[src/rtl/core_bus_sched_pkg.sv]
// Shared types for the core bus scheduler: address/data words, owner and FSM encodings.
// Latency: n/a (types and pure helpers only).
// Backpressure: n/a.
package core_bus_sched_pkg;

  typedef logic [29:0] ptr;
  typedef logic [31:0] word;

  typedef enum logic [1:0] {
    OWN_INSN,
    OWN_DATA,
    OWN_DBG
  } bus_owner;

  typedef enum logic {
    BUS_IDLE,
    BUS_BUSY
  } bus_sched_state;

  // One latched request as it will appear on the bus pins.
  typedef struct packed {
    ptr         addr;
    logic       write;
    word        data_wr;
    logic [3:0] data_be;
  } bus_req_t;

  localparam logic [3:0] BE_ALL = 4'b1111;

  // Reads always present full byte enables on the bus.
  function automatic logic [3:0] bus_be(input bus_req_t r);
    return r.write ? r.data_be : BE_ALL;
  endfunction

endpackage

[src/rtl/core_bus_sched_port.sv]
// One requester slot: pending flag plus field latch, with a same-cycle bypass of a new start.
// Latency: a start is visible on req in the cycle it is asserted (combinational bypass).
// Backpressure: a start while pending is dropped unless the slot completes that cycle.
module core_bus_sched_port
  import core_bus_sched_pkg::*;
(
  input  logic     clk,
  input  logic     rst,
  input  logic     start,
  input  bus_req_t fields,
  input  logic     done,
  output logic     req,
  output bus_req_t req_fields
);

  logic     pend;
  bus_req_t lat;
  logic     accept;

  // A completing slot may take a new request in the same cycle (set beats clear).
  assign accept     = start & (~pend | done);
  assign req        = accept | (pend & ~done);
  assign req_fields = accept ? fields : lat;

  // Pending flag and field latch; fields only move when a request is accepted.
  always_ff @(posedge clk) begin
    if (rst) begin
      pend <= 1'b0;
      lat  <= '0;
    end else if (accept) begin
      pend <= 1'b1;
      lat  <= fields;
    end else if (done) begin
      pend <= 1'b0;
    end
  end

endmodule

[src/rtl/core_bus_sched.sv]
// Three-way scheduler (dbg > data > insn, with insn anti-starvation) for the single external bus.
// Latency: bus_start the cycle after X_start; next bus_start the cycle after bus_ready.
// Backpressure: one request held per port; repeat starts while pending are dropped.
module core_bus_sched
  import core_bus_sched_pkg::*;
#(
  parameter int STARVE_LIMIT = 4,
  parameter int CNT_W        = 3
) (
  input  logic        clk,
  input  logic        rst,
  input  logic        insn_start,
  input  logic [29:0] insn_addr,
  output logic        insn_ready,
  output logic [31:0] insn_data_rd,
  input  logic        data_start,
  input  logic [29:0] data_addr,
  input  logic        data_write,
  input  logic [31:0] data_data_wr,
  input  logic [3:0]  data_data_be,
  output logic        data_ready,
  output logic [31:0] data_data_rd,
  input  logic        dbg_start,
  input  logic [29:0] dbg_addr,
  input  logic        dbg_write,
  input  logic [31:0] dbg_data_wr,
  input  logic [3:0]  dbg_data_be,
  output logic        dbg_ready,
  output logic [31:0] dbg_data_rd,
  input  logic        halted,
  output logic [29:0] bus_addr,
  output logic        bus_start,
  output logic        bus_write,
  output logic [31:0] bus_data_wr,
  output logic [3:0]  bus_data_be,
  input  logic        bus_ready,
  input  logic [31:0] bus_data_rd
);

  bus_sched_state   state, state_nxt;
  bus_owner         owner, winner;
  logic [CNT_W-1:0] starve_cnt;
  logic             grant, can_arb, insn_ok, starved, busy_done;
  logic             insn_req, data_req, dbg_req;
  bus_req_t         insn_in, data_in, dbg_in;
  bus_req_t         insn_f, data_f, dbg_f, sel;

  assign insn_in = '{addr: insn_addr, write: 1'b0, data_wr: '0, data_be: BE_ALL};
  assign data_in = '{addr: data_addr, write: data_write, data_wr: data_data_wr, data_be: data_data_be};
  assign dbg_in  = '{addr: dbg_addr, write: dbg_write, data_wr: dbg_data_wr, data_be: dbg_data_be};

  // Completion is only meaningful while a transaction is outstanding; stray bus_ready is ignored.
  assign busy_done  = ~rst & bus_ready & (state == BUS_BUSY);
  assign insn_ready = busy_done & (owner == OWN_INSN);
  assign data_ready = busy_done & (owner == OWN_DATA);
  assign dbg_ready  = busy_done & (owner == OWN_DBG);

  assign insn_data_rd = bus_data_rd;
  assign data_data_rd = bus_data_rd;
  assign dbg_data_rd  = bus_data_rd;

  core_bus_sched_port u_insn (
    .clk(clk), .rst(rst), .start(insn_start), .fields(insn_in), .done(insn_ready),
    .req(insn_req), .req_fields(insn_f)
  );
  core_bus_sched_port u_data (
    .clk(clk), .rst(rst), .start(data_start), .fields(data_in), .done(data_ready),
    .req(data_req), .req_fields(data_f)
  );
  core_bus_sched_port u_dbg (
    .clk(clk), .rst(rst), .start(dbg_start), .fields(dbg_in), .done(dbg_ready),
    .req(dbg_req), .req_fields(dbg_f)
  );

  // Arbitrate when idle, or on the completing edge so back-to-back grants lose no cycle.
  assign can_arb = (state == BUS_IDLE) | busy_done;
  assign insn_ok = insn_req & ~halted;
  assign starved = insn_ok & (starve_cnt >= CNT_W'(STARVE_LIMIT));

  // FSM state register.
  always_ff @(posedge clk) begin
    if (rst) state <= BUS_IDLE;
    else     state <= state_nxt;
  end

  // Next state and winner selection; the starved insn request outranks everything.
  always_comb begin
    state_nxt = state;
    grant     = 1'b0;
    winner    = OWN_INSN;
    if (can_arb) begin
      state_nxt = BUS_IDLE;
      if (starved) begin
        grant  = 1'b1;
        winner = OWN_INSN;
      end else if (dbg_req) begin
        grant  = 1'b1;
        winner = OWN_DBG;
      end else if (data_req) begin
        grant  = 1'b1;
        winner = OWN_DATA;
      end else if (insn_ok) begin
        grant  = 1'b1;
        winner = OWN_INSN;
      end
      if (grant) state_nxt = BUS_BUSY;
    end
  end

  // Field mux for the winning port.
  always_comb begin
    sel = insn_f;
    case (winner)
      OWN_DATA: sel = data_f;
      OWN_DBG:  sel = dbg_f;
      default:  sel = insn_f;
    endcase
  end

  // Bus pins, owner and starvation counter; pins hold until the next grant.
  always_ff @(posedge clk) begin
    if (rst) begin
      owner       <= OWN_INSN;
      bus_start   <= 1'b0;
      bus_addr    <= '0;
      bus_write   <= 1'b0;
      bus_data_wr <= '0;
      bus_data_be <= '0;
      starve_cnt  <= '0;
    end else begin
      bus_start <= grant;
      if (grant) begin
        owner       <= winner;
        bus_addr    <= sel.addr;
        bus_write   <= sel.write;
        bus_data_wr <= sel.data_wr;
        bus_data_be <= bus_be(sel);
        if (winner == OWN_INSN || !insn_req)
          starve_cnt <= '0;
        else if (starve_cnt != {CNT_W{1'b1}})
          starve_cnt <= starve_cnt + CNT_W'(1);
      end else if (!insn_req) begin
        starve_cnt <= '0;
      end
    end
  end

endmodule
[config.mk]
export PLATFORM = sky130hd
export DESIGN_NAME = core_bus_sched
export DESIGN_NICKNAME = d
export VERILOG_FILES = /design/src/rtl/core_bus_sched_pkg.sv /design/src/rtl/core_bus_sched_port.sv /design/src/rtl/core_bus_sched.sv
export SDC_FILE = /design/constraint.sdc
export NUM_CORES = 1
export LEC_CHECK = 0
export BUFFER_PORTS_ARGS = -buffer_cell sky130_fd_sc_hd__buf_2
export CORE_ASPECT_RATIO = 1.2
export CORE_MARGIN = 4
export CORE_UTILIZATION = 29
export CTS_BUF_LIST = sky130_fd_sc_hd__clkbuf_4
export CTS_CLUSTER_DIAMETER = 150
export DETAILED_ROUTE_END_ITERATION = 6
export PLACE_DENSITY_LB_ADDON = 0.2
export SLEW_MARGIN = 5
export SYNTH_ARGS = -nofsm -noshare
export SYNTH_HDL_FRONTEND = slang
export SYNTH_SLANG_ARGS = --single-unit
[constraint.sdc]
create_clock -name clk -period 4.1 [get_ports clk]
set_clock_uncertainty 0.15 [all_clocks]
set_input_delay 0.205 -clock clk [delete_from_list [all_inputs] [get_ports clk]]
set_output_delay 0.205 -clock clk [all_outputs]
set_load 0.01 [all_outputs]
Yosys cells after proc, flatten, opt, wreduce, memory -nomap -nowiden
Index checks and enable logic that the tools add are counted.
{"block": "op_classes", "bitwise": 29, "n_mux": 26, "addsub": 1, "order_cmp": 1, "n_reduce_logical": 8, "n_eq_ne": 7}
{"op": "two-way mux 67 bit", "count": 3}
{"op": "case mux 67 bit (2 select lines)", "count": 1}
{"op": "two-way mux 1 bit", "count": 14}
{"op": "AND 1 bit", "count": 13}
{"op": "two-way mux 3 bit", "count": 4}
{"op": "NOT 1 bit", "count": 9}
{"op": "OR 1 bit", "count": 7}
{"op": "two-way mux 2 bit", "count": 3}
{"op": "nonzero test 2 bit", "count": 3}
{"op": "equality test 2 x 1 -> 1 bit, second input constant", "count": 2}
{"op": "equality test 2 bit, second input constant", "count": 2}
{"op": "zero test 2 bit", "count": 2}
{"op": "two-way mux 4 bit", "count": 1}
{"op": "adder 3 x 1 -> 3 bit, second input constant", "count": 1}
{"op": ">= comparator 3 bit, second input constant", "count": 1}
{"op": "inequality test 3 x 1 -> 1 bit, second input constant", "count": 1}
{"op": "inequality test 3 bit, second input constant", "count": 1}
{"op": "inequality test 2 bit, second input constant", "count": 1}
{"op": "AND reduction 2 bit", "count": 1}
{"op": "zero test 1 bit", "count": 1}
{"op": "logical OR 1 bit", "count": 1}
{"block": "word_totals", "register_bits": 278, "output_inout_bits": 167}

Longest topological paths before layout
{"block": "logic_depth", "depth_word": 16, "ltp_mapped": 12, "depth_no_buf": 11}

Hierarchy
From an unflattened synthesis, not the netlist that was laid out.
{"block": "unflattened", "cells_unflattened": 1673, "area_unflattened_um2": 13534.2}
{"module": "core_bus_sched_port", "cells_per_inst": 379, "seq_area_each_um2": 1361.3, "area_per_inst_um2": 3011.6, "instances": 3}
{"module": "core_bus_sched", "cells_per_inst": 536, "seq_area_each_um2": 1481.4, "area_per_inst_um2": 4499.3, "instances": 1}

Least setup slack after synthesis
OpenSTA, ideal clock, no wires.
{"block": "synth_path", "kind": "register -> register", "from": "register state", "to": "register bus_addr[0]", "arrival_ns": 2.545, "required_time_ns": 3.833, "stages_incl_launch_ff": 13, "path_slack_ns": 1.289, "path_cell_list": "dfxtp_1 nand4bb_4 o21ai_0 a21oi_1 a21oi_1 nand3b_1 ha_1 clkbuf_1 nand2_1 clkbuf_1 o22a_1 o21ai_0 a22o_1"}
{"block": "synth_between", "elab_chain_len": 12, "word_cells_on_any_way": 39}
{"element": "start, declared", "line_no": "core_bus_sched.sv:40", "source": "bus_sched_state state, state_nxt;"}
{"element": "start signal, assigned", "line_no": "core_bus_sched.sv:83", "source": "else state <= state_nxt;"}
{"element": "AND 1 bit", "line_no": "core_bus_sched.sv:53", "source": "assign busy_done = ~rst & bus_ready & (state == BUS_BUSY);"}
{"element": "AND 1 bit", "line_no": "core_bus_sched.sv:54", "source": "assign insn_ready = busy_done & (owner == OWN_INSN);"}
{"element": "OR 1 bit or NOT 1 bit (tied branches)", "line_no": "core_bus_sched_port.sv:21, core_bus_sched_port.sv:22"}
{"element": "AND 1 bit (on tied branches)", "line_no": "core_bus_sched_port.sv:21, core_bus_sched_port.sv:22"}
{"element": "OR 1 bit", "line_no": "core_bus_sched_port.sv:22", "source": "assign req = accept | (pend & ~done);"}
{"element": "AND 1 bit", "line_no": "core_bus_sched.sv:77", "source": "assign insn_ok = insn_req & ~halted;"}
{"element": "two-way mux 1 bit", "line_no": "core_bus_sched.sv:102", "source": "end else if (insn_ok) begin"}
{"element": "two-way mux 1 bit", "line_no": "core_bus_sched.sv:99", "source": "end else if (data_req) begin"}
{"element": "two-way mux 1 bit", "line_no": "core_bus_sched.sv:96", "source": "end else if (dbg_req) begin"}
{"element": "two-way mux 1 bit", "line_no": "core_bus_sched.sv:93", "source": "if (starved) begin"}
{"element": "two-way mux 1 bit (2 in a row)", "line_no": "core_bus_sched.sv:91", "source": "if (can_arb) begin"}
{"element": "end signal, assigned", "line_no": "core_bus_sched.sv:134", "source": "bus_addr <= sel.addr;"}
{"element": "end, declared", "line_no": "core_bus_sched.sv:31", "source": "output logic [29:0] bus_addr,"}
Parallel ways exist; a longest one is shown, timed or not. The select of a mux whose other input is x is not followed.
A chain may end at the register's enable or synchronous reset.

Final worst setup path
{"block": "layout_path", "from": "register owner[0]", "to": "register bus_addr[5]"}
{"block": "layout_between", "elab_chain_len": 12, "word_cells_on_any_way": 39}
{"element": "start, declared", "line_no": "core_bus_sched.sv:41", "source": "bus_owner owner, winner;"}
{"element": "start signal, assigned", "line_no": "core_bus_sched.sv:133", "source": "owner <= winner;"}
{"element": "branches (longest 12 deep; another with case mux 67 bit (2 select lines))"}
Several ways; the timed one is not identified. The select of a mux whose other input is x is not followed.

==> impl_results.md <==
* Metal-1 WL at roughly 15 mm
* CP peak stage delay at around 0.55 ns
* Tightest Hold Check Type: input pin to flop
* Global-route wire length before repair at between 50 and 60 mm
* Final-report setup violation count at 0
* # IOs at 370
* Detailed placer's ending HPWL at about 22 mm
* Syn Std Cell Area at 11200 um2
* Number of synthesized register bits at between 200 and 300
* CTS tree: built
* Worst Hold Path EP: u_data.lat[41]
* Antenna violations before repair at 1
* Gpl congestion at 0.751
* FF/Latch Area at between 5000 and 6000 um2
* Post-Route Utilization at 0.411
* Clock slew at reported path FFs at about 0.06 ns
* Core area at about 38000 um2
* Routed vias at just over 9k
* Largest net degree at the start of global routing at between 70 and 80
* Fillers at between 3k and 4k
* Cell taking the most area after synthesis: dfxtp_1
* Post-route ant nets at 0
* Vias in the first global route at about 10k
* Post-synthesis sequential area ratio at 0.499
* Tmin final at ~3.5 ns
* Pins Over Slew Limit at 0
* Max stage delay cell, worst path: dlygate4sd3_1
* CTS buffer count at 77
* Syn nets at ~1.3k
* Layout cells sized above 1 at 0.256
* Gate Count Post-Synth at about 1.1k
* Final net count at ~1.7k
* Top post-synthesis cells by area: dfxtp_1, mux2i_1, buf_4, nor2_1, a22o_1
* Met3 WL post-DR at about 2.1 mm
* Peak supply drop at 218 uV
* Initial Util at 0.294
* Synthesized area per cell at approximately 10 um2
* CP Data Arrival Time at 3.87 ns
* Final Hold Vio Count at 0
* Clock insertion delay at the later pin of the skew report at between 0.6 and 0.7 ns
* Req. time, crit path at 4.49 ns
* Yosys cell types at 37
* P_sw at about 1.7 mW
* Outcome: completed
* Leak at between 7 and 8 nW
* Crit Path Class: flop to flop
* Fmax at around 290 MHz
* Top-area cell type share of the netlist area at 0.499
* Min-delay src: data_addr[4]
* CP cell instances: and4bb_1 -> dlygate4sd3_1 -> a31o_2 -> nand2b_1 -> ha_2 -> nand2_4 -> buf_12 -> o22a_1 -> o21ai_0 -> a22o_1
* Routed len/inst at 17.6 um
* Worst R2R Start: owner[0]
* Clock Power Share at 0.389
* DR pass1 iterations at 5
* Total Die Area at 41700 um2
* Area Overhead vs Synth at 39.7%
* Die Y-Extent at approximately 220 um
* Type of origin of the critical path: flop
* Row count at a little under 80
* Total Routing Usage GR at 0.169
* Internal Power at 4.70 mW
* CTS sink count at 278
* Final TNS setup at 0 ns
* IO Port Bufs at 241
* Worst r2r path cells at 10
* RSZ-0062 raised after global routing: no
* RR Endpoint: bus_addr[5]
* Worst Path Max Fanout at 32
* Sequential Power Share at 0.452
* Residual DRC at 0
* Tcrit/Tclk final at 0.849
* Crit. End Element: flop
* Asr flop ratio synth at 0
* DR WL met2 at ~17 mm
* Total gr overflow at 0
* Die W at 187 um
* R2R Setup Slk at roughly 0.62 ns
* Drt first-iter violations at roughly 360
* Pwr/cell area at roughly 410 nW/um2
* Ys Warns at 0
* H-tree Lvls at 3
* Drt via density at approximately 4.6
* Root buf cell: clkbuf_4
* Synth Flop Type: dfxtp_1
* Cells on Worst Hold Path at 4
* Post-synth EDFFs at 0
* Max layer used: met4
* Setup Buffers After CTS at 0
* Slew @ Worst Pin at approximately 0.92 ns
* Clock Path Buffers at 3
* Logic pwr share at 0.159
* Relative slew slack at 0.384
* Total wire length at about 36 mm
* Multi-input logic area at 4480 um2
* Total of max-cap violations at 0
* Switching Fraction at 0.268
==> cell usage in the layout (no fill, tap or decap), types with 9 or more instances in the layout <==
cell	synthesis	final
a22o_1	63	63
and2_1	36	36
buf_2	5	240
buf_4	112	10
clkbuf_4	0	118
clkinv_1	0	9
dfxtp_1	278	278
dlygate4sd3_1	0	252
inv_1	9	9
mux2i_1	164	164
nand2_1	36	34
nor2_1	184	182
o21ai_0	35	35
o221ai_1	37	37
o22a_1	30	30
==> area by class of cell <==
class	instances	area share
Antenna cell	2	0.000321
Clock buffer	118	0.0568
Clock inverter	14	0.00546
Inverter	10	0.00257
Multi-Input combinational cell	631	0.287
Sequential cell	278	0.357
Tap cell	480	0.0385
Timing Repair Buffer	509	0.252
==> critical path, delay by kind of cell, from the launching register on <==
family,cells,cell delay (ns)
AND/OR/NAND/NOR,3,0.85
buffers and inverters,2,0.84
AO/OA/AOI/OAI,4,0.71
flip-flops,1,0.40
adder cells (fa/ha/maj),1,0.36
==> worst max path at each step <==
stage	startpoint	end	depth (start not counted)
final	owner[0]	bus_addr[5]	10
after global placement	owner[0]	bus_addr[9]	11
after global routing	owner[0]	bus_addr[14]	10
after detailed placement	owner[0]	bus_addr[27]	11
after floorplan	state	bus_addr[0]	12
after CTS	owner[0]	bus_addr[5]	10
==> power by group through the flow <==
stage / logic [mW] / clock network [mW] / registers (mW)
after floorplan: 0.595 / 0 / 2.97
after global placement: 0.830 / 0 / 2.96
after detailed placement: 0.835 / 0 / 2.96
after CTS: 1.04 / 2.63 / 2.90
after global routing: 1.12 / 2.75 / 2.92
final: 1.02 / 2.50 / 2.90
==> metrics by stage <==
stage                     area (um2)  hold slack, ns  power [mW]  instances  worst slack, ns
after global placement         12100           0.260        3.79       1656            0.928
after floorplan                11200           0.216        3.56       1088             1.29
after global routing           15600           0.121        6.79       2042            0.441
final                          15600           0.184        6.42       2042            0.620
after CTS                      15600          0.0853        6.57       2040            0.601
after detailed placement       12100           0.260        3.80       1656            0.836
==> synthesized netlist by cell type, drive strengths merged (10+ instances only) <==
library cell	instances
dfxtp	278
o221ai	37
and2	36
o22a	30
nor2	185
a22o	63
mux2i	164
inv	10
o21ai	35
buf	127
nand2	36
clkbuf	42
==> registers in the layout, summed over array words and instances, names as in the netlist, 2 cells and up <==
register and cells:
u_data.lat 67, u_dbg.lat 67, u_insn.lat 67, bus_data_wr 32, bus_addr 30, bus_data_be 4
starve_cnt 3, owner 2
==> kinds of logic after synthesis <==
family | Yosys count | share of synthesized area
compound gates | 189 | 0.137
fa+ha+maj | 5 | 0.00560
buf+inv | 179 | 0.104
flops | 278 | 0.499
mux | 164 | 0.147
simple gates | 273 | 0.108
==> per-layer routing <==
layer	global-route usage	vias to the layer above
li1	-	4587
met4	0.0809	0
met5	0	-
met1	0.194	4339
met3	0.0452	117
met2	0.292	309
==> timing repair <==
| item | 4_1_cts | 5_1_grt |
|---|---|---|
| hold endpoints to repair | 243 | 0 |
| hold buffers | 252 | 0 |
| resized for setup | 0 | 0 |
Power figures use the tool's default switching activity.
